`src/rtl/pcie_pkg.sv`:
```
// rtl/pcie_pkg.sv - shared state encoding and class constants for the class arbiter
package pcie_pkg;

    typedef enum logic [1:0] {
        IDLE   = 2'd0,
        SERVE1 = 2'd1,
        SERVE0 = 2'd2
    } arb_state_t;

    localparam logic CLASS0 = 1'b0;
    localparam logic CLASS1 = 1'b1;

    localparam int DEFAULT_DATA_SIZE = 10;

endpackage

```
`src/rtl/pcie_class_arbiter_sat_counter.sv`:
```
// rtl/pcie_class_arbiter_sat_counter.sv - saturating up-counter for per-class word counts
module sat_counter #(
    parameter int CNT_SIZE = 8
) (
    input  logic                clk,
    input  logic                reset,
    input  logic                inc,
    output logic [CNT_SIZE-1:0] count
);

    always_ff @(posedge clk or negedge reset) begin
        if (!reset) begin
            count <= '0;
        end else if (inc && (count != {CNT_SIZE{1'b1}})) begin
            count <= count + CNT_SIZE'(1);
        end
    end

endmodule

```
`src/rtl/pcie_class_arbiter.sv`:
```
// rtl/pcie_class_arbiter.sv - weighted round-robin merge of the two class FIFOs onto one stream
module pcie_class_arbiter
    import pcie_pkg::*;
#(
    parameter int DATA_SIZE = DEFAULT_DATA_SIZE,
    parameter int WEIGHT1   = 3,
    parameter int WEIGHT0   = 1,
    parameter int CNT_SIZE  = 8
) (
    input  logic                 clk,
    input  logic                 reset,
    input  logic [DATA_SIZE-1:0] fifo0_data,
    input  logic                 fifo0_empty,
    input  logic [DATA_SIZE-1:0] fifo1_data,
    input  logic                 fifo1_empty,
    input  logic                 pause,
    output logic                 pop0,
    output logic                 pop1,
    output logic [DATA_SIZE-1:0] data_out,
    output logic                 valid_out,
    output logic                 tag_error,
    output logic [CNT_SIZE-1:0]  cnt0,
    output logic [CNT_SIZE-1:0]  cnt1
);

    localparam logic [3:0] W1 = 4'(WEIGHT1);
    localparam logic [3:0] W0 = 4'(WEIGHT0);

    arb_state_t state_q, state_d;
    logic [3:0] burst_q, burst_d;
    logic       pop0_d, pop1_d;
    logic [1:0] src_q;

    always_ff @(posedge clk or negedge reset) begin
        if (!reset) begin
            state_q <= IDLE;
            burst_q <= '0;
            pop0    <= 1'b0;
            pop1    <= 1'b0;
        end else begin
            state_q <= state_d;
            burst_q <= burst_d;
            pop0    <= pop0_d;
            pop1    <= pop1_d;
        end
    end

    always_comb begin
        state_d = state_q;
        burst_d = burst_q;
        pop0_d  = 1'b0;
        pop1_d  = 1'b0;
        case (state_q)
            IDLE: begin
                if (pause) begin
                    burst_d = '0;
                end else if (!fifo1_empty) begin
                    state_d = SERVE1;
                    burst_d = 4'd1;
                    pop1_d  = 1'b1;
                end else if (!fifo0_empty) begin
                    state_d = SERVE0;
                    burst_d = 4'd1;
                    pop0_d  = 1'b1;
                end else begin
                    burst_d = '0;
                end
            end
            SERVE1: begin
                if (pause) begin
                    state_d = SERVE1;
                end else if (!fifo1_empty && (burst_q < W1)) begin
                    pop1_d  = 1'b1;
                    burst_d = burst_q + 4'd1;
                end else if (!fifo0_empty) begin
                    state_d = SERVE0;
                    burst_d = 4'd1;
                    pop0_d  = 1'b1;
                end else if (!fifo1_empty) begin
                    burst_d = 4'd1;
                    pop1_d  = 1'b1;
                end else begin
                    state_d = IDLE;
                    burst_d = '0;
                end
            end
            SERVE0: begin
                if (pause) begin
                    state_d = SERVE0;
                end else if (!fifo0_empty && (burst_q < W0)) begin
                    pop0_d  = 1'b1;
                    burst_d = burst_q + 4'd1;
                end else if (!fifo1_empty) begin
                    state_d = SERVE1;
                    burst_d = 4'd1;
                    pop1_d  = 1'b1;
                end else if (!fifo0_empty) begin
                    burst_d = 4'd1;
                    pop0_d  = 1'b1;
                end else begin
                    state_d = IDLE;
                    burst_d = '0;
                end
            end
            default: begin
                state_d = IDLE;
                burst_d = '0;
            end
        endcase
    end

    // src_q marks which FIFO presents read data this cycle (pop delayed by one)
    always_ff @(posedge clk or negedge reset) begin
        if (!reset) begin
            src_q     <= '0;
            data_out  <= '0;
            valid_out <= 1'b0;
            tag_error <= 1'b0;
        end else begin
            src_q <= {pop1, pop0};
            if (src_q[1]) begin
                data_out  <= fifo1_data;
                valid_out <= 1'b1;
                if (fifo1_data[DATA_SIZE-1] != CLASS1) begin
                    tag_error <= 1'b1;
                end
            end else if (src_q[0]) begin
                data_out  <= fifo0_data;
                valid_out <= 1'b1;
                if (fifo0_data[DATA_SIZE-1] != CLASS0) begin
                    tag_error <= 1'b1;
                end
            end else begin
                valid_out <= 1'b0;
            end
        end
    end

    sat_counter #(.CNT_SIZE(CNT_SIZE)) u_cnt0 (
        .clk   (clk),
        .reset (reset),
        .inc   (src_q[0]),
        .count (cnt0)
    );

    sat_counter #(.CNT_SIZE(CNT_SIZE)) u_cnt1 (
        .clk   (clk),
        .reset (reset),
        .inc   (src_q[1]),
        .count (cnt1)
    );

endmodule

```
`config.mk`:
```
export PLATFORM = sky130hd
export DESIGN_NAME = pcie_class_arbiter
export DESIGN_NICKNAME = d
export VERILOG_FILES = /design/src/rtl/pcie_pkg.sv /design/src/rtl/pcie_class_arbiter_sat_counter.sv /design/src/rtl/pcie_class_arbiter.sv
export SDC_FILE = /design/constraint.sdc
export NUM_CORES = 1
export LEC_CHECK = 0
export CORE_MARGIN = 1
export CORE_UTILIZATION = 40
export DETAILED_ROUTE_END_ITERATION = 6
export PLACE_DENSITY = 0.79
export SYNTH_ARGS = -nofsm -noshare
export SYNTH_HDL_FRONTEND = slang
export SYNTH_SLANG_ARGS = --single-unit
```
`constraint.sdc`:
```
create_clock -name clk -period 1.85 [get_ports clk]
set_input_delay 0.555 -clock clk [delete_from_list [all_inputs] [get_ports clk]]
set_output_delay 0.555 -clock clk [all_outputs]
set_load 0.03 [all_outputs]
```
==> metrics.txt <==
outcome completed; CTS Buf Count 5; Worst EP arrival 1.27 ns; CP max FO 1; final instance area 2604 um2; synth-to-layout area growth 34.61%; clk root buf clkbuf_8; Worst R2R Start burst_q[0]; clk_lat worst skew 0.29 ns; CTS tree built; asr flop ratio synth 1.000; Crit. Startpoint valid_out; critical path endpoint category output pin; htree depth 2; Synth warnings 0; first-pass GRT wire length 6727 um; worst rel slew slack 0.7367; Yosys cell types 43; input/output buffers 54; Mapped Area 1934 um2; Post-synth EDFFs 0; row count 24; top_reg_cell synth dfrtp_1; Seq cells post-synth 38; CTS clk-pin slew, worst paths 0.07 ns; RSZ-0062 raised after global routing no; most numerous cell in the Yosys netlist dfrtp_1; Slew Limit Fails 0; WL final 4108 um; Final min period 1.821 ns; Mapped Cells 190; drt initial violations 92; layout cell share with drive strength beyond 1 0.1120; Total GRT Usage 0.1717; met1 Use GR 0.2164; dpl ws -0.1732 ns; cells along the critical path clkdlybuf4s50_1; total of max-cap violations 0; CORE AREA 4504 um2; routed vias 1648; antenna diode count 0; slowest stage cell, crit path clkdlybuf4s50_1; GR Util met3 0.06329; clk sink count 38; Setup Skew 0.004883 ns; Fin Setup TNS 0 ns; hold crit path type primary input to asynchronous set/reset pin; die area 5118 um2; Worst Tran Pin Value 0.3916 ns; Via density 5.457; ANT nets after route 0; highest clock rate 0.5491 GHz; Cell Pwr Density 1332 nW/um2; initial antenna violation count 0; slowest stage delay, CP 0.66 ns; Final Util 0.5781; setup bufs post-CTS 0; total power 0.003468 W; Final setup viols 0; CTS Buffer Depth 2; CP required 1.29 ns; sequential fraction of the synthesis area 0.4916; Final GP Congestion 0.8274; gr busiest metal met2; area leader, netlist dfrtp_1; average cell area after synthesis 10.18 um2; CTS hold repair buffers 0; die extent in x 71.54 um; CP Launch Type flop; Nets 279; Syn Nets 219; Placed Area 2564 um2; buffers plus inverters on the worst setup path 1; gr ovfl total 0; Routed WL per cell 13.60 um; leakage 1.153 nW; Worst VDD drop 0.5910 mV; critical setup path kind flop to output pin; largest net degree at the start of global routing 25; DP HPWL 2945 um; crit share post-route 0.9844; Top Family by Delay on Critical Path buffers and inverters; IO Pins 55; Die Ht 71.54 um; main area contributors after synthesis dfrtp_1 (49%), mux2i_1 (4.7%), o21ai_0 (4.7%); Initial Utilization 0.4294; TritonRoute pass-1 iters 4; residual DRC count 0; Final Hold Fails 0; Final WS setup 0.02878 ns; M2 GR Usage 0.2667; Synth top cells by count dfrtp_1 (38), nand2_1 (20), o21ai_0 (18); vias in the first global route 1458; Synth top area share 0.4916
==> metrics by stage <==
stage | cells | hold WS (ns)
2_1_floorplan | 190 | 0.2594
3_3_place_gp | 295 | 0.3729
3_5_place_dp | 295 | 0.3738
4_1_cts | 302 | 0.1939
5_1_grt | 302 | 0.2089
6_report | 302 | 0.1854
==> cell families (layout without fill, tap and decap cells) <==
family	after synthesis	count (layout)	synth area share
and+or+nand+nor	60	60	0.1630
AOI/OAI and AO/OA	48	48	0.1611
xor gates and xnor gates	6	6	0.02717
buffers and inverters	18	78	0.04399
muxes	16	16	0.08733
DFF	38	38	0.4916
adders and majority gates	4	4	0.02587
==> state kept, by name, indices dropped and copies added, names as in the netlist <==
register and count:
u_cnt0.count 8, data_out 10, u_cnt1.count 8, burst_q 4, valid_out 1, pop0 1
src_q 2, pop1 1, state_q 2, tag_error 1
==> metal layers <==
metal  part of all wire  vias to the layer above  routed length [um]
li1                   -                      811                   -
met1               0.46                      766                1899
met2               0.44                       64                1787
met3              0.084                        7                 346
met4              0.018                        0                  74
met5                  0                        -                   0
==> final timing paths <==
path                                         to  depth (start not counted)  slack [ns]
worst max-delay path                  valid_out                          1        0.03
worst min-delay path            u_cnt0.count[7]                          1        0.19
worst max register to register       state_q[0]                          5        0.18
worst min register to register         src_q[0]                          0        0.38
max in group asynchronous       u_cnt1.count[0]                          2        1.21
min in group clk                       src_q[0]                          0        0.38
==> cell type report <==
class / instances / area (um2)
well taps: 52 / 65.06
multi-input cells: 134 / 898.4
flip-flops and latches: 38 / 950.9
clock buffers: 7 / 76.32
inverters: 7 / 26.28
fillers: 396 / 1901
repair buffers: 64 / 586.8
==> power by group <==
| group | switching, W | internal (W) |
|---|---|---|
| clock | 0.000270 | 0.000259 |
| combinational | 0.000949 | 0.000663 |
| sequential | 0.000240 | 0.00109 |
==> what timing repair did <==
action / CTS / global route
setup endpoints to repair: 29 / 0
endpoints found under the hold margin: 0 / 0
resized for setup: 29 / 0
==> cells in the final DEF (no fill, tap or decap), types with 8 or more instances in the layout <==
cell type | synthesis | final
a21oi_1 | 8 | 8
nand2_1 | 20 | 20
clkdlybuf4s50_1 | 0 | 24
dlygate4sd2_1 | 0 | 29
mux2i_1 | 9 | 9
dfrtp_1 | 38 | 38
o21ai_0 | 18 | 18
buf_4 | 0 | 9
No activity file was read; power rests on OpenSTA's default activity.
